===== src/rtl/garage_motor_scheduler_if.sv =====
// Door-side bundle for garage_motor_scheduler: requests and sensors in, grant/motor/status out.
// Obstruct exists only when GARAGE_OBSTRUCT_EN is defined.
interface garage_motor_scheduler_if #(parameter int N_DOORS = 4);
  logic [N_DOORS-1:0] Activate;
  logic [N_DOORS-1:0] Up_Max;
  logic [N_DOORS-1:0] Dn_Max;
  logic               Fault_Clr;
`ifdef GARAGE_OBSTRUCT_EN
  logic [N_DOORS-1:0] Obstruct;
`endif
  logic [N_DOORS-1:0] Grant;
  logic               UP_M;
  logic               DN_M;
  logic               Busy;
  logic [N_DOORS-1:0] Fault;

  modport slave (
`ifdef GARAGE_OBSTRUCT_EN
    input  Obstruct,
`endif
    input  Activate, Up_Max, Dn_Max, Fault_Clr,
    output Grant, UP_M, DN_M, Busy, Fault
  );

  modport master (
`ifdef GARAGE_OBSTRUCT_EN
    output Obstruct,
`endif
    output Activate, Up_Max, Dn_Max, Fault_Clr,
    input  Grant, UP_M, DN_M, Busy, Fault
  );
endinterface


===== src/rtl/garage_motor_scheduler.sv =====
// Round-robin sharing of one motor drive between N_DOORS doors, with timeout faults and a rest gap.
// Optional GARAGE_OBSTRUCT_EN adds a one-shot reverse-on-obstruction during closing.
module garage_motor_scheduler #(
  parameter int N_DOORS      = 4,
  parameter int MOVE_TIMEOUT = 1000,
  parameter int GAP_CYCLES   = 4
) (
  input  logic CLK,
  input  logic RST,
  garage_motor_scheduler_if.slave bus
);
  localparam int PW = (N_DOORS > 1) ? $clog2(N_DOORS) : 1;
  localparam int CW = $clog2(MOVE_TIMEOUT + 1);
  localparam int GW = (GAP_CYCLES > 1) ? $clog2(GAP_CYCLES) : 1;

  typedef enum logic [1:0] {IDLE, MOVE_UP, MOVE_DN, GAP} state_e;

  state_e             state_q, state_d;
  logic [N_DOORS-1:0] pend_q, pend_d, fault_q, fault_d, grant_q, grant_d;
  logic [N_DOORS-1:0] pclr, fault_set;
  logic [PW-1:0]      rr_q, rr_d, gidx_q, gidx_d, sel_idx;
  logic [CW-1:0]      cnt_q, cnt_d;
  logic [GW-1:0]      gcnt_q, gcnt_d;
  logic               up_q, up_d, dn_q, dn_d, sel_vld;
  logic               up_g, dn_g, tmo;
`ifdef GARAGE_OBSTRUCT_EN
  logic               rev_q, rev_d;
`endif

  assign up_g = bus.Up_Max[gidx_q];
  assign dn_g = bus.Dn_Max[gidx_q];
  assign tmo  = (cnt_q == CW'(MOVE_TIMEOUT - 1));

  // Walk downward so the candidate closest to rr_q is the last (winning) assignment.
  always_comb begin
    sel_vld = 1'b0;
    sel_idx = '0;
    for (int k = N_DOORS - 1; k >= 0; k--) begin
      if (pend_q[PW'((int'(rr_q) + k) % N_DOORS)]) begin
        sel_vld = 1'b1;
        sel_idx = PW'((int'(rr_q) + k) % N_DOORS);
      end
    end
  end

  always_ff @(posedge CLK or negedge RST) begin
    if (!RST) begin
      state_q <= IDLE;
      pend_q  <= '0;
      fault_q <= '0;
      grant_q <= '0;
      rr_q    <= '0;
      gidx_q  <= '0;
      cnt_q   <= '0;
      gcnt_q  <= '0;
      up_q    <= 1'b0;
      dn_q    <= 1'b0;
`ifdef GARAGE_OBSTRUCT_EN
      rev_q   <= 1'b0;
`endif
    end else begin
      state_q <= state_d;
      pend_q  <= pend_d;
      fault_q <= fault_d;
      grant_q <= grant_d;
      rr_q    <= rr_d;
      gidx_q  <= gidx_d;
      cnt_q   <= cnt_d;
      gcnt_q  <= gcnt_d;
      up_q    <= up_d;
      dn_q    <= dn_d;
`ifdef GARAGE_OBSTRUCT_EN
      rev_q   <= rev_d;
`endif
    end
  end

  always_comb begin
    state_d   = state_q;
    rr_d      = rr_q;
    gidx_d    = gidx_q;
    cnt_d     = cnt_q;
    gcnt_d    = gcnt_q;
    pclr      = '0;
    fault_set = '0;
`ifdef GARAGE_OBSTRUCT_EN
    rev_d     = rev_q;
`endif
    unique case (state_q)
      IDLE: begin
        if (sel_vld) begin
          gidx_d        = sel_idx;
          rr_d          = (sel_idx == PW'(N_DOORS - 1)) ? '0 : sel_idx + 1'b1;
          cnt_d         = '0;
          pclr[sel_idx] = 1'b1;
`ifdef GARAGE_OBSTRUCT_EN
          rev_d         = 1'b0;
`endif
          // Both limits at once means a broken sensor: never drive into it.
          if (bus.Up_Max[sel_idx] && bus.Dn_Max[sel_idx]) begin
            fault_set[sel_idx] = 1'b1;
            state_d            = GAP;
            gcnt_d             = '0;
          end else if (bus.Up_Max[sel_idx]) begin
            state_d = MOVE_DN;
          end else begin
            state_d = MOVE_UP;
          end
        end
      end
      MOVE_UP: begin
        cnt_d = (cnt_q == CW'(MOVE_TIMEOUT)) ? cnt_q : cnt_q + 1'b1;
        if (up_g || tmo) begin
          state_d = GAP;
          gcnt_d  = '0;
          if (dn_g || tmo) fault_set[gidx_q] = 1'b1;
        end
      end
      MOVE_DN: begin
        cnt_d = (cnt_q == CW'(MOVE_TIMEOUT)) ? cnt_q : cnt_q + 1'b1;
        if (dn_g || tmo) begin
          state_d = GAP;
          gcnt_d  = '0;
          if (up_g || tmo) fault_set[gidx_q] = 1'b1;
        end
`ifdef GARAGE_OBSTRUCT_EN
        else if (bus.Obstruct[gidx_q] && !rev_q) begin
          state_d = MOVE_UP;
          rev_d   = 1'b1;
        end
`endif
      end
      GAP: begin
        if (gcnt_q == GW'(GAP_CYCLES - 1)) state_d = IDLE;
        else                               gcnt_d  = gcnt_q + 1'b1;
      end
      default: state_d = IDLE;
    endcase
  end

  always_comb begin
    grant_d = '0;
    if (state_d == MOVE_UP || state_d == MOVE_DN) grant_d[gidx_d] = 1'b1;
    up_d = (state_d == MOVE_UP);
    dn_d = (state_d == MOVE_DN);
  end

  // Selection clear beats a same-edge re-request; a fault set beats Fault_Clr.
  assign pend_d  = ~pclr & (pend_q | (bus.Activate & ~fault_q & ~grant_q));
  assign fault_d = (fault_q & ~{N_DOORS{bus.Fault_Clr}}) | fault_set;

  assign bus.Grant = grant_q;
  assign bus.UP_M  = up_q;
  assign bus.DN_M  = dn_q;
  assign bus.Busy  = (state_q != IDLE);
  assign bus.Fault = fault_q;
endmodule


===== src/flat_wrapper.sv =====
// flat-port wrapper written by rule: the top's interface ports become plain ports
module garage_motor_scheduler_flat 
#(
  parameter int N_DOORS      = 4,
  parameter int MOVE_TIMEOUT = 1000,
  parameter int GAP_CYCLES   = 4
)
  (CLK, RST, bus_Activate, bus_Up_Max, bus_Dn_Max, bus_Fault_Clr, bus_Grant, bus_UP_M, bus_DN_M, bus_Busy, bus_Fault);
  garage_motor_scheduler_if #(.N_DOORS(N_DOORS)) bus_i ();
  input  logic CLK;
  input  logic RST;
  input wire logic [$bits(bus_i.Activate)-1:0] bus_Activate;
  input wire logic [$bits(bus_i.Up_Max)-1:0] bus_Up_Max;
  input wire logic [$bits(bus_i.Dn_Max)-1:0] bus_Dn_Max;
  input wire logic [$bits(bus_i.Fault_Clr)-1:0] bus_Fault_Clr;
  output wire logic [$bits(bus_i.Grant)-1:0] bus_Grant;
  output wire logic [$bits(bus_i.UP_M)-1:0] bus_UP_M;
  output wire logic [$bits(bus_i.DN_M)-1:0] bus_DN_M;
  output wire logic [$bits(bus_i.Busy)-1:0] bus_Busy;
  output wire logic [$bits(bus_i.Fault)-1:0] bus_Fault;
  assign bus_i.Activate = bus_Activate;
  assign bus_i.Up_Max = bus_Up_Max;
  assign bus_i.Dn_Max = bus_Dn_Max;
  assign bus_i.Fault_Clr = bus_Fault_Clr;
  assign bus_Grant = bus_i.Grant;
  assign bus_UP_M = bus_i.UP_M;
  assign bus_DN_M = bus_i.DN_M;
  assign bus_Busy = bus_i.Busy;
  assign bus_Fault = bus_i.Fault;
  garage_motor_scheduler #(.N_DOORS(N_DOORS), .MOVE_TIMEOUT(MOVE_TIMEOUT), .GAP_CYCLES(GAP_CYCLES)) u_core (.CLK(CLK), .RST(RST), .bus(bus_i));
endmodule

===== config.mk =====
export PLATFORM = sky130hd
export DESIGN_NAME = garage_motor_scheduler_flat
export DESIGN_NICKNAME = d
export VERILOG_FILES = /design/src/rtl/garage_motor_scheduler_if.sv /design/src/rtl/garage_motor_scheduler.sv /design/src/flat_wrapper.sv
export SDC_FILE = /design/constraint.sdc
export NUM_CORES = 1
export LEC_CHECK = 0
export ABC_CLOCK_PERIOD_IN_PS = 2300
export CAP_MARGIN = 5
export CORE_MARGIN = 3
export CORE_UTILIZATION = 52
export CTS_BUF_LIST = sky130_fd_sc_hd__clkbuf_4 sky130_fd_sc_hd__clkbuf_8
export CTS_CLUSTER_SIZE = 14
export DETAILED_ROUTE_END_ITERATION = 10
export PLACE_DENSITY = 0.88
export REMOVE_ABC_BUFFERS = 1
export SLEW_MARGIN = 30
export SYNTH_ARGS = -nofsm -noshare
export SYNTH_HDL_FRONTEND = slang
export SYNTH_SLANG_ARGS = --single-unit

===== constraint.sdc =====
create_clock -name CLK -period 2.3 [get_ports CLK]
set_clock_uncertainty 0.05 [all_clocks]
set_input_delay 0.23 -clock CLK [delete_from_list [all_inputs] [get_ports CLK]]
set_output_delay 0.23 -clock CLK [all_outputs]
set_load 0.01 [all_outputs]

== Yosys cells after proc, flatten, opt, wreduce, memory -nomap -nowiden ==
Index checks and enable logic that the tools add are counted.
Word-level totals
  register bits: 32
  input bits: 15
  output and inout bits: 11
  word-level logic and storage cells: 128
Operators by class
  add/subtract/negate cells: 6
  magnitude comparators: 10
  eq/ne operators: 15
  multiplexer cells: 63
  bitwise gates (word level): 10
  reduce and logical (&&, ||, !) cells: 14
Operators by type and width (count)
  $mux W2: 18
  $mux W4: 9
  $eq A10 B10 Y1 const B: 2
  $mux W10: 2
  $pmux W10 S2: 1
  $mux W1: 19
  $and A4 B4 Y4: 4
  $bmux W1 S2: 8
  $lt A2 B4 Y1 const B: 4
  $not A4 Y4: 4
  $pmux W2 S4: 2
  $pmux W4 S3: 1
  $add A10 B1 Y10 const B: 1
  $eq A2 B2 Y1 const B: 5
  $lt A2 B3 Y1 const B: 3
  $ne A2 B1 Y1 const B: 4
  $or A4 B4 Y4: 2
  $add A2 B1 Y2 const B: 3
  $demux W1 S2: 3
  $ge A2 B1 Y1 const B: 3
  $reduce_and A5 Y1: 1
  $add A2 B2 Y2 const B: 2
  $eq A2 B1 Y1 const B: 2
  $logic_and A1 B1 Y1: 4
  7 further kinds: 11

== Longest topological paths before layout ==
Gate-level depths: netlist of run 1.
  depth after elaboration: 17
  depth in mapped cells: 11

== Least setup slack after synthesis of run 1 ==
Ideal clock, no wire load.
  path kind: reg-to-reg
  start point: reg u_core.rr_q[1]
  end point: reg u_core.grant_q[1] (netlist: u_core.bus.Grant[1])
  setup time: 0.072 ns
  arrival time: 2.238 ns
  data required time: 2.178 ns
  path slack: -0.060 ns
  stages on the path, launching flop included: 11
  path buffers: 1
  period minus slack after synthesis: 2.360 ns
  cells stage by stage: dfrtp_1 -> buf_2 -> mux2i_1 -> a221oi_2 -> inv_2 -> and3_1 -> o311ai_1 -> nand2_1 -> ha_1 -> nand2b_1 -> nor2_1
Between the ends
  cells in the longest elaborated chain, start to end: 17
  elaborated cells between the ends (all ways): 43
  those cells by class: add/sub (3); order compare (2); eq/ne (2); mux (33); reduce/logical (3)
Ends and longest elaborated chain
  start: declaration: RTL line garage_motor_scheduler.sv:21  | logic [PW-1:0] rr_q, rr_d, gidx_q, gidx_d, sel_idx;
  start signal: assignment: RTL line garage_motor_scheduler.sv:66  | rr_q <= rr_d;
  $add A2 B2 Y2: RTL line garage_motor_scheduler.sv:39, garage_motor_scheduler.sv:41
  $bmux W1 S2: RTL line garage_motor_scheduler.sv:39  | if (pend_q[PW'((int'(rr_q) + k) % N_DOORS)]) begin
  $mux W1 (implied by the code) (2 in series): RTL line garage_motor_scheduler.sv:39
  $mux W2 (4 in series): RTL line garage_motor_scheduler.sv:39
  $bmux W1 S2 (on tied branches): RTL line garage_motor_scheduler.sv:100, garage_motor_scheduler.sv:104
  $mux W1 (on tied branches): RTL line garage_motor_scheduler.sv:100, garage_motor_scheduler.sv:104
  $mux W2 or $logic_and A1 B1 Y1 (tied branches): RTL line garage_motor_scheduler.sv:104, garage_motor_scheduler.sv:100
  $mux W2: RTL line garage_motor_scheduler.sv:100  | if (bus.Up_Max[sel_idx] && bus.Dn_Max[sel_idx]) begin
  $mux W2: RTL line garage_motor_scheduler.sv:91  | if (sel_vld) begin
  $pmux W2 S4: RTL line garage_motor_scheduler.sv:89  | unique case (state_q)
  $eq A2 B1 Y1 or $eq A2 B2 Y1 (tied branches): RTL line garage_motor_scheduler.sv:143  | if (state_d == MOVE_UP || state_d == MOVE_DN) grant_d[gidx_d] = 1'b1;
  $logic_or A1 B1 Y1: RTL line garage_motor_scheduler.sv:143
  $mux W4 (*): RTL line garage_motor_scheduler.sv:143
  named net u_core.grant_d[1]: RTL line garage_motor_scheduler.sv:19  | logic [N_DOORS-1:0] pend_q, pend_d, fault_q, fault_d, grant_q, grant_d;
  end signal: assignment: RTL line garage_motor_scheduler.sv:65  | grant_q <= grant_d;
  end: declaration: RTL line garage_motor_scheduler.sv:19
Mark *: on every way through the listed nets, which the timed path passes. The rest lies on a longest branch. The select of a mux whose other input is x is not followed.
A chain may end at the register's enable or synchronous reset.

== Worst setup path in the final report of run 1 ==
  start point: reg u_core.rr_q[1]
  end point: reg u_core.grant_q[0] (netlist: u_core.bus.Grant[0])
Between the ends
  cells in the longest elaborated chain, start to end: 17
  elaborated cells between the ends (all ways): 43
  those cells by class: add/sub (3); order compare (2); eq/ne (2); mux (33); reduce/logical (3)
Ends and longest elaborated chain
  $add A2 B2 Y2: RTL line garage_motor_scheduler.sv:39, garage_motor_scheduler.sv:41
  $bmux W1 S2: RTL line garage_motor_scheduler.sv:39
  $mux W1 (implied by the code) (2 in series): RTL line garage_motor_scheduler.sv:39
  $mux W2 (4 in series): RTL line garage_motor_scheduler.sv:39
  $bmux W1 S2 (on tied branches): RTL line garage_motor_scheduler.sv:100, garage_motor_scheduler.sv:104
  $mux W1 (on tied branches): RTL line garage_motor_scheduler.sv:100, garage_motor_scheduler.sv:104
  $mux W2 or $logic_and A1 B1 Y1 (tied branches): RTL line garage_motor_scheduler.sv:104, garage_motor_scheduler.sv:100
  $mux W2: RTL line garage_motor_scheduler.sv:100
  $mux W2 (*): RTL line garage_motor_scheduler.sv:91
  $pmux W2 S4 (*): RTL line garage_motor_scheduler.sv:89
  named net u_core.state_d[0]: RTL line garage_motor_scheduler.sv:18  | state_e state_q, state_d;
  $eq A2 B1 Y1 or $eq A2 B2 Y1 (tied branches): RTL line garage_motor_scheduler.sv:143
  $logic_or A1 B1 Y1 (*): RTL line garage_motor_scheduler.sv:143
  $mux W4 (*): RTL line garage_motor_scheduler.sv:143
  named net u_core.grant_d[0]: RTL line garage_motor_scheduler.sv:19
Marked as above.

==> flow_summary.toml, run 1 <==
[status]
status = "complete, but fails checks"
violations = "negative setup slack"

[sta]
fin_ws_ps = -99.91
finalSetupViolCount = 3
fmax_mhz = 416.7
rsz0062_at_grt = "true"
slew_viol_final = 0
finalHoldViolations = 0
period_needed_ps = 2400
relSlewSlack_pct = 55.29
worst_pin_slew_ps = 669.6
timing.final.crit_share_pct = 104.3

[global_routing]
grt-ovfl-total = 0
grt_pass1_vias = 2111
grt_max_degree = 33
grt_pass1_wl_um = 10170
grtUsageTotal_pct = 30.14
grtUsageMet2_pct = 48.86
use_met3_pct = 7.553
top_usage_layer = "met2"
antenna_found_initial = 0
grt_use_met1_pct = 37.83

[setup_path]
ff2ff_setup_slack_ps = -100
reg2regPathDepth = 8
start_kind = "flop"
cp.arrival_ps = 2530
crit_path_end_kind = "flop"
worstPathRequired_ps = 2430
path_max_fanout = 8
worst-setup-path-type = "flop to flop"

[floorplanning]
core_sq_mm = 0.003521
ios = 26
die_area_sq_mm = 0.004649
initial_core_util_pct = 57.11
rows = 21
die_h_um = 68.18
die_w_um = 68.18

[synth]
yosys.area_share.adder_pct = 8.712
synth.avg_cell_area_sq_um = 9.713
synth_most_common_cell = "dfrtp_1"
ys_seq_elements = 32
synthMuxAreaShare_pct = 5.787
synth-edff-count = 0
synthDominantCellAreaShare_pct = 39.83
synth_cell_types = 49
synth_top_family_by_area = "compound AO/OA/AOI/OAI gates"
ys.flop_type = "dfrtp_1"
synth_area_leader_cell = "dfrtp_1"
synthXorXnorAreaFrac_pct = 0
synth_area_leaders = "dfrtp_1 40%, ha_1 8.7%, nand2_1 4.1%"
async_flop_share_pct = 100.0
netlist_area_sq_mm = 0.002011
synth_common_cells = "32 x dfrtp_1, 22 x nand2_1, 14 x ha_1"
synthCells = 207
yosys_warnings = 0
yosys.area_share.simple_pct = 20.66
synth_compound_area_share_pct = 21.59
yosysSeqAreaShare_pct = 39.83

[layout]
syn_to_final_growth_pct = 47.48
drive_gt1_share_pct = 36.27
num_antenna_cells = 0
fin_util_pct = 84.22
final_area_sq_mm = 0.002965
final_net_count = 312

[clocking]
cts_sinks = 32
cts_buffers = 5
cts_tree = "yes"
cts-htree-levels = 2
clk_latency_ps = 290
cts_root_buffer = "clkbuf_8"
cts.clk_slew.worst_paths_ps = 80
max-clock-path-buffers = 2

[place]
gp_congestion = 0.8864
placed_area_sq_mm = 0.002587
io_buffer_count = 25
hpwl_um = 3987

[detailed_routing]
dr.pass1.iters = 5
detail-route-antenna-nets = 0
drtIter0Drc = 365
vias = 2247
routed_wl_um = 7408
drcViolationCount = 0
via_per_inst = 6.809
avgRoutedWirePerCell_um = 22.45

[power_and_ir_drop]
p_leak_nw = 1.350
power_per_cell_area_mw_per_mm2 = 1742
p_int_mw = 2.778
power_frac_seq_pct = 19.2
pwr-share-comb_pct = 70.0
power_frac_clock_pct = 10.7
ir_drop_mv = 1.238
switching_share_pct = 46.21
p_switching_mw = 2.387

[worst_hold_path]
hold_class = "primary input to async pin"

[flow_run]
maxCapViolCount = 0
## flip-flops by register name (all words and copies together) (netlist names)
register          cells
u_core.cnt_q         10
u_core.bus.Fault      4
u_core.bus.Grant      4
u_core.pend_q         4
u_core.gcnt_q         2
u_core.gidx_q         2
u_core.rr_q           2
u_core.state_q        2
u_core.bus.DN_M       1
u_core.bus.UP_M       1
## path summary, 6_finish.rpt
check	end	start
min in group CLK	u_core.bus.Fault[2]	u_core.bus.Fault[2]
min	u_core.gcnt_q[0]	RST
min reg2reg	u_core.bus.Fault[2]	u_core.bus.Fault[2]
max	u_core.bus.Grant[0]	u_core.rr_q[1]
max in group asynchronous	u_core.rr_q[1]	RST
max reg2reg	u_core.bus.Grant[0]	u_core.rr_q[1]
## layout by cell type (no fill, tap or decap), types with 3 or more instances in the layout
master / instances
inv_1: 13
a21o_1: 3
a32oi_1: 4
o21a_1: 6
nand4_1: 3
ha_1: 12
dfrtp_2: 4
nor3_1: 5
nand2_1: 20
buf_4: 46
nor2_2: 3
nand3_1: 11
nor3b_1: 5
o21ai_2: 4
o31ai_1: 3
dfrtp_1: 28
o21ai_0: 8
nor2_1: 4
a22o_1: 6
clkbuf_8: 5
clkdlybuf4s50_1: 25
mux2i_1: 5
## cell families after synthesis
| family | Yosys count |
|---|---|
| AOI/OAI and AO/OA | 57 |
| buffers and inverters | 18 |
| and+or+nand+nor | 77 |
| adders and majority gates | 14 |
| muxes | 9 |
| DFF | 32 |
## routing by layer
| layer | up-vias | wire, um |
|---|---|---|
| met5 | - | 0 |
| met3 | 54 | 750 |
| met1 | 1058 | 2740 |
| li1 | 942 | - |
| met2 | 193 | 3486 |
| met4 | 0 | 430 |
## worst max-delay path, cell delays in order, from the launching register on
cell and delay (ps):
dfrtp_2 470, mux2i_1 180, a221oi_2 330, buf_4 190
and3_4 210, nor2_2 60, a31oi_4 240, ha_4 260
nor3_1 310
## power groups by stage
stage                     clock network [mW]  logic, mW  registers, mW
final                                  0.555       3.62          0.993
after global routing                   0.590       3.79           1.01
after CTS                              0.553       2.73          0.955
after detailed placement                   0       2.52          0.950
after global placement                     0       2.40          0.938
after floorplan                            0       1.39          0.966
## final cells by class
type                       count  area (sq um)
clock buffer                   5         68.82
fill                         174         555.5
inverter                      14         52.55
sequential                    32         805.8
tap                           46         57.56
multi-input combinational    157          1320
clock inverter                 3         42.54
timing repair buffer          73         618.1
## stage by stage
stage / power [mW] / hold WS (ps) / cells / setup TNS, ps / setup slack, ps
4_1_cts: 4.242 / 310.4 / 322 / -12.08 / -12.08
3_5_place_dp: 3.465 / 476.5 / 312 / -549.4 / -170.5
3_3_place_gp: 3.341 / 467.3 / 312 / -53.77 / -36.80
5_1_grt: 5.392 / 311.1 / 330 / -621.6 / -216.0
6_report: 5.165 / 277.1 / 330 / -150.2 / -99.91
2_1_floorplan: 2.352 / -115.6 / 203 / -1816 / -322.3
## timing repair
action / in CTS / in global routing
pin swaps: 2 / 19
resized for setup: 9 / 36
endpoints found under the hold margin: 0 / 0
hold buffers: 0 / 0
setup buffers: 2 / 8
endpoints found under the setup margin: 6 / 9
No activity file was read; power rests on OpenSTA's default activity.
==> inputs of run 2 (changes only) <==
ABC_CLOCK_PERIOD_IN_PS = 2600   (was 2300)
CORE_UTILIZATION = 54   (was 52)
PLACE_DENSITY = 0.87   (was 0.88)
clock period = 2.6 ns   (was 2.3 ns; I/O delays follow)
==> flow_summary.toml, run 2 (synthesis gave the netlist of run 1 again) <==
[power_and_ir_drop]
p_switching_mw = 1.502
ir_drop_mv = 0.7321
p_int_mw = 1.736
pwr-share-comb_pct = 60.1
power_per_cell_area_mw_per_mm2 = 1296
switching_share_pct = 46.40
p_leak_nw = 1.115
power_frac_seq_pct = 27.0
power_frac_clock_pct = 12.9

[global_routing]
grt_pass1_wl_um = 7907
grt-ovfl-total = 0
grt_pass1_vias = 1686
grtUsageTotal_pct = 23.78
grt_max_degree = 33
antenna_found_initial = 0

[floorplanning]
rows = 21
core_sq_mm = 0.003468
die_h_um = 67.02
initial_core_util_pct = 57.97
die_w_um = 67.02
die_area_sq_mm = 0.004492
ios = 26

[layout]
layout_common_cells = "30 x dfrtp_1, 25 x clkdlybuf4s50_1, 22 x nand2_1"
layout_commonest_cell = "dfrtp_1"
nFillCells = 267
largest_register_ffs = 10
fin_util_pct = 72.01
final_net_count = 273
num_antenna_cells = 0
drive_gt1_share_pct = 15.10
final_area_sq_mm = 0.002497
largest_register = "u_core.cnt_q"
syn_to_final_growth_pct = 24.21

[detailed_routing]
dr.pass1.iters = 4
avgRoutedWirePerCell_um = 16.85
vias = 1785
detail-route-antenna-nets = 0
drcViolationCount = 0
routed_wl_um = 4904
drtIter0Drc = 198
via_per_inst = 6.134

[setup_path]
worst-setup-path-type = "flop to flop"
crit_path_end_kind = "flop"
start_kind = "flop"
crit_top_cell = "o21ai_0"
critPathTopFamily = "simple AND/OR/NAND/NOR gates"
slowest_stage = "dfrtp_1"
cp_num_buf_inv = 0
cp_cell_sequence = "nand4b_2, nor4_1, o21ai_0, nand4_1, o21ai_0, a31oi_1, ha_1, nand2b_1, nor2_1"
path_max_fanout = 5
critical_path.max_stage_delay_ps = 430
cp.arrival_ps = 2530
worstPathRequired_ps = 2760

[clocking]
cts.clk_slew.worst_paths_ps = 70
post_cts_buffers = 0
cts_tree = "yes"
clk_latency_ps = 280
cts_buffers = 5
max-clock-path-buffers = 2
cts_root_buffer = "clkbuf_8"
cts-htree-levels = 2
cts_sinks = 32
cts_hold_buf = 0
post_cts_resized = 0

[place]
pre_cts_ws_ps = 41.15
placed_area_sq_mm = 0.002377
gp_congestion = 0.8669
io_buffer_count = 25
hpwl_um = 3370

[sta]
fin_ws_ps = 225.9
fmax_mhz = 421.2
slew_viol_final = 0
period_needed_ps = 2374
worst_hold_slack_ps = 315.7
timing.final.crit_share_pct = 91.31
rsz0062_at_grt = "false"
worst_pin_slew_ps = 730.7
finalSetupViolCount = 0
finalHoldViolations = 0
relSlewSlack_pct = 51.21

[flow_run]
maxCapViolCount = 0

[status]
status = "finished clean"

[worst_hold_path]
hold_class = "primary input to async pin"
==> run 2: cell type report <==
type                            instances  area (sq um)  share of cell area, %
Sequential cell                        32         803.3                  32.16
Clock inverter                          1         7.507                 0.3006
Tap cell                               46         57.56                  2.305
Multi-Input combinational cell        157          1169                  46.79
Clock buffer                            7         90.09                  3.607
Timing Repair Buffer                   34         317.8                  12.73
Inverter                               14         52.55                  2.104
==> run 2: path summary, 6_finish.rpt <==
check,start,end,slack (ps),cells after the start
setup / recovery,u_core.cnt_q[4],u_core.bus.Grant[1],230,9
hold / removal,RST,u_core.gcnt_q[0],320,2
setup reg to reg,u_core.cnt_q[4],u_core.bus.Grant[1],230,9
hold reg to reg,u_core.cnt_q[0],u_core.cnt_q[0],500,1
max in group asynchronous,RST,u_core.pend_q[3],1860,2
min in group CLK,u_core.cnt_q[0],u_core.cnt_q[0],500,1
==> run 2: power groups by stage <==
stage	logic [mW]	registers (mW)	clock network, mW
global placement	1.81	0.856	0
global route	2.14	0.901	0.447
finish	1.95	0.873	0.418
CTS	1.89	0.859	0.423
floorplan	1.23	0.855	0
detailed placement	1.86	0.862	0
==> run 2: per-stage QoR <==
stage                     instances  setup TNS, ps  total power [mW]
after global routing            291              0             3.490
after detailed placement        283              0             2.725
after global placement          283              0             2.663
after floorplan                 203         -83.35             2.080
after CTS                       291              0             3.172
final                           291              0             3.238
==> run 2: routing by layer <==
metal | wire (um) | global-route usage, %
met2 | 2240 | 37.67
met5 | 0 | 0
met3 | 306 | 6.745
met4 | 114 | 9.367
met1 | 2242 | 30.38
==> run 2: worst register-to-register path: cells and delay by family, from the launching register on <==
kind | cells | cell delay, ps
adder cells (fa/ha/maj) | 1 | 290
AO/OA/AOI/OAI | 3 | 470
flip-flops | 1 | 430
AND/OR/NAND/NOR | 5 | 1070
==> inputs of run 3 (changes only) <==
CTS_CLUSTER_SIZE = 25   (was 14)
==> results of run 3 <==
The final DEF is identical to that of run 2; final timing and power are the same.
==> variant 1, RTL diff (config.mk and constraints of run 2) <==
`MOVE_TIMEOUT` is set to 1000 in 2 places; all go to 250.
--- a/src/rtl/garage_motor_scheduler.sv
+++ b/src/rtl/garage_motor_scheduler.sv
@@ -3,5 +3,5 @@
 module garage_motor_scheduler #(
   parameter int N_DOORS      = 4,
-  parameter int MOVE_TIMEOUT = 1000,
+  parameter int MOVE_TIMEOUT = 250,
   parameter int GAP_CYCLES   = 4
 ) (
--- a/src/flat_wrapper.sv
+++ b/src/flat_wrapper.sv
@@ -3,5 +3,5 @@
 #(
   parameter int N_DOORS      = 4,
-  parameter int MOVE_TIMEOUT = 1000,
+  parameter int MOVE_TIMEOUT = 250,
   parameter int GAP_CYCLES   = 4
 )
Check against the original RTL: same outputs for any inputs over 4 cycles, from zero or initial values and one cycle with RST low; that may be too few to reach the edited logic, so the function may still have changed.
==> variant 1 against run 2 <==
Cell area fell by 4.6%. Highest routed layer unchanged. Sequential cell count shrank 2. Wire length decreased by 5.4%. Setup slack got worse by 0.21 ns. Core utilization is 3.5 points higher. Synthesized area fell by 8.4%. Total power decreased by 0.68%. Global-route usage is 0.16 points higher. Largest power group unchanged. Clock power is 8.1% lower.
==> variant 1: results (changes against run 2) <==
- The worst-path maximum fanout was 6 (+1).
- The adder-cell share of the synthesized area is 10.2% (+1.5 points).
- The minimum clock period is 2.59 ns (+0.211 ns).
- The post-route worst hold slack was 0.245 ns (-0.0705 ns).
- The net total in the final layout is 263 (-3.7%).
- The share of final-layout standard cells stronger than drive strength 1 was 17.1% (+2.0 points).
- The post-placement setup slack is -0.0832 ns (-0.124 ns).
- The multiplexer area fraction after synthesis was 9.04% (+3.2 points).
- The post-synthesis sequential area ratio is 40.8% (+0.94 points).
- The latest clock arrival within the worst-skew pair is 0.34 ns (+0.06 ns).
- The global-route wire length before repair was 7580 um (-4.1%).
- Tracing the worst setup path back leads to its startpoint at u_core.rr_q[1]$_DFFE_PN0P_.
- The leakage power summed over all cells was 1.10 nW (-1.6%).
- Ranked by total cell area, the synthesized netlist is headed by dfrtp_1 (41%), ha_1 (10%), nor2_1 (4.7%).
- The leftover overflow at the end of global routing was 0 (unchanged).
- The total cell area at the placement stage is 0.00222 mm^2 (-6.7%).
- The total of flip-flops plus latches after synthesis is 30 (-6.3%).
- The peak supply drop was 0.956 mV (+31%).
- The final instance count without filler cells came to 278 (-4.5%).
- The data arrival time of the critical path is 2.78 ns (+0.25 ns).
- The routing usage on met3 is 5.10% (-1.6 points).
- The register-to-register path setup slack came to 0.01 ns (-0.21 ns).
- The footprint of the multi-input gates was 0.00108 mm^2 (-7.5%).
- The global routing usage on met2 is 36.6% (-1.1 points).
- The HPWL after detailed placement is 3250 um (-3.5%).
- The mean cell area of the mapped netlist was 9.64 um^2 (-0.73%).
- The maximum number of pins on one net before global-route repair was 31 (-6.1%).
- The flow ran to the end, and the final reports show no timing, DRC or antenna violations.
- CTS placed an instance of clkbuf_4 at the clock tree root.
- The compound-cell area share of the yosys netlist was 15.0% (-6.6 points).
- The average vias per placed instance is 5.94 (-3.2%).
- The count of unique library cells instantiated by Yosys is 41 (-16%).
- The number of cell instances on the worst register-to-register path was 10 (+1).
- The number of global-route vias before repair was 1581 (-6.2%).
- Sorting the synthesized cells by how often they occur yields dfrtp_1 (30), nor2_1 (23), nand2_1 (17).
- The aggregate global-route resource usage came to 23.9% (+0.16 points).
- The clock slew at the register clock pins of the worst setup and hold paths is 0.11 ns (+0.04 ns).
- The stage delay of the slowest cell on the critical path is 0.49 ns (+0.06 ns).
- The routed length on met1 was 2000 um (-11%).
- Grouping stages by cell kind, the critical path spends the most delay in multiplexers.
- The slew at the pin closest to its max-slew limit is 0.644 ns (-0.0868 ns).
- The slowest cell on the critical path is dfrtp_2.
- The routed wire length on met2 is 2210 um (-1.4%).
- The switching share of total power came to 43.2% (-3.2 points).
-- variant 1: changes by cell type after synthesis, moves of 4 or more --
cell / change
a21oi_1: +9
a221o_1: +4
a22o_1: -6
nand2_1: -5
nand3_1: -7
nor2_1: +16
o21a_1: -5
o21ai_0: -7
xor2_1: +4
-- variant 1: final cells by class --
class / count / share of cell area (%)
Clock buffer: 5 / 1.58
Clock inverter: 3 / 1.89
Inverter: 16 / 2.52
Multi-Input combinational cell: 142 / 45.4
Sequential cell: 30 / 31.6
Tap cell: 44 / 2.31
Timing Repair Buffer: 38 / 14.8
-- variant 1: timing repair --
item,CTS,global route
setup endpoints to repair,4,4
pin swaps,1,2
buffers inserted,1,1
resized for setup,5,7
hold buffers,0,0
-- variant 1: power by group through the flow --
stage	logic (mW)	clock network (mW)	registers [mW]
after CTS	1.76	0.386	0.855
after detailed placement	1.70	0	0.855
after floorplan	1.15	0	0.840
final	1.96	0.384	0.872
after global routing	2.14	0.407	0.894
after global placement	1.65	0	0.846
==> variant 2, RTL diff (flow settings as in run 2) <==
Made on the original files. Encoding of `state_e`: now Gray code (2 bits for 4 states).
--- a/src/rtl/garage_motor_scheduler.sv
+++ b/src/rtl/garage_motor_scheduler.sv
@@ -14,5 +14,5 @@
   localparam int GW = (GAP_CYCLES > 1) ? $clog2(GAP_CYCLES) : 1;
 
-  typedef enum logic [1:0] {IDLE, MOVE_UP, MOVE_DN, GAP} state_e;
+  typedef enum logic [1:0] {IDLE = 2'b00, MOVE_UP = 2'b01, MOVE_DN = 2'b11, GAP = 2'b10} state_e;
 
   state_e             state_q, state_d;
Check against the original RTL: same outputs for any inputs over 4 cycles, from zero or initial values and one cycle with RST low; so few cycles prove little.
==> variant 2 against run 2 <==
Sequential cell count did not move. Sequential power shrank 3.1%. Final cell count down 12%. Wire length decreased by 14%. Synthesized cell count decreased by 14%. Synthesized area is 13% lower. First-iteration DRC count decreased by 66%. Setup slack gained 0.097 ns. Non-clock buffer count fell by 7. Total power down 26%. Cell area down 14%. Largest cell class unchanged.
==> variant 2: results (changes against run 2) <==
- In this run the worst setup path begins at u_core.pend_q[1]$_DFF_PN0_.
- The number of iterations in the first detailed-routing pass came to 7 (+3).
- The buffer count from post-CTS setup fixing is 0 (unchanged).
- The number of global-route vias before repair was 1524 (-9.6%).
- The clock slew at the register clock pins of the worst setup and hold paths is 0.10 ns (+0.03 ns).
- The stage delay of the slowest cell on the critical path is 0.43 ns (about the same).
- The share of final-layout standard cells stronger than drive strength 1 is 11.4% (-3.7 points).
- The peak supply drop is 0.685 mV (-6.4%).
- The count of unique library cells instantiated by Yosys came to 46 (-6.1%).
- The aggregate global-route resource usage came to 23.3% (-0.45 points).
- The global-route wire length before repair is 7020 um (-11%).
- The data arrival time of the critical path is 2.47 ns (-0.06 ns).
- The placer's final routability congestion estimate is 0.890 (+2.7%).
- The net total in the final layout is 232 (-15%).
- The share of synthesized flip-flops with an asynchronous set or reset is 100% (unchanged).
- The fill cell instance count of the final layout was 233 (-13%).
- Counting instances in the post-synthesis netlist gives the leading cell types as dfrtp_1 (32), nand2_1 (21), nor2_1 (15).
- The buffer cell driving the clock tree root is clkbuf_4.
- The worst-path maximum fanout is 7 (+2).
- The initial antenna violation count is 0 (unchanged).
- The total clock buffers created by CTS is 5 (unchanged).
- The number of gates resized after CTS is 0 (unchanged).
- The average vias per placed instance came to 5.89 (-3.9%).
- The post-synthesis sequential area ratio came to 45.7% (+5.9 points).
- The latest clock arrival within the worst-skew pair is 0.35 ns (+0.07 ns).
- The dominant synthesized flop cell is dfrtp_1.
- The HPWL after detailed placement came to 3210 um (-4.8%).
- Ranked by total cell area, the synthesized netlist is headed by dfrtp_1 (46%), ha_1 (5.0%), nand2_1 (4.5%).
- The initial DRC count came to 67 (-66%).
- The leakage power summed over all cells is 0.956 nW (-14%).
- The final routed wirelength across all metal layers was 4220 um (-14%).
- The flow ran to the end, and the final reports show no timing, DRC or antenna violations.
- The slew at the pin closest to its max-slew limit came to 0.636 ns (-0.0952 ns).
[variant 2: cell type report]
class	count	share of cell area [%]
tap	44	2.57
clock buffer	6	2.10
sequential	32	37.4
inverter	15	2.63
clock inverter	2	1.63
multi-input combinational	129	41.3
timing repair buffer	27	12.4
[variant 2: worst max-delay path: cells and delay by family, from the launching register on]
kind | cells | cell delay (ns)
DFF | 1 | 0.43
and+or+nand+nor | 2 | 0.52
AOI/OAI and AO/OA | 2 | 0.48
muxes | 2 | 0.68
[variant 2: worst paths after layout]
check	slack, ns	end	depth (start not counted)
max	0.32	u_core.gcnt_q[0]$_DFFE_PN0P_	6
min	0.24	u_core.bus.Grant[0]$_DFF_PN0_	2
max reg2reg	0.32	u_core.gcnt_q[0]$_DFFE_PN0P_	6
min reg2reg	0.50	u_core.bus.Fault[1]$_DFF_PN0_	2
max in group asynchronous	1.98	u_core.state_q[0]$_DFF_PN0_	2
min in group CLK	0.50	u_core.bus.Fault[1]$_DFF_PN0_	2
[variant 2: metal layers]
layer  global-route usage [%]  share of wire [%]
met1                     25.4                 38
met2                     39.1                 51
met3                     5.94                6.9
met4                     16.8                3.8
met5                        0                  0
[variant 2: power by group]
group | internal (mW) | total [mW] | leakage [nW] | switching (mW)
logic | 0.519 | 1.15 | 0.503 | 0.632
registers | 0.660 | 0.846 | 0.407 | 0.186
clock network | 0.212 | 0.390 | 0.0456 | 0.178
total | 1.39 | 2.39 | 0.956 | 0.996
[variant 2: stage by stage]
stage	instance area, um^2	cells	setup slack, ns
after floorplan	1740	176	0.542
after global placement	2060	247	0.421
after detailed placement	2060	247	0.355
after CTS	2140	255	0.334
after global routing	2140	255	0.166
final	2140	255	0.323
[variant 2: logic make-up (layout without fill, tap and decap cells)]
| family | count (synthesis) | after routing | share of synthesized area (%) |
|---|---|---|---|
| adders and majority gates | 7 | 7 | 5.00 |
| buffers and inverters | 17 | 50 | 3.71 |
| xor gates and xnor gates | 8 | 8 | 4.00 |
| AOI/OAI and AO/OA | 35 | 35 | 14.8 |
| DFF | 32 | 32 | 45.7 |
| and+or+nand+nor | 70 | 70 | 20.1 |
| muxes | 9 | 9 | 6.71 |
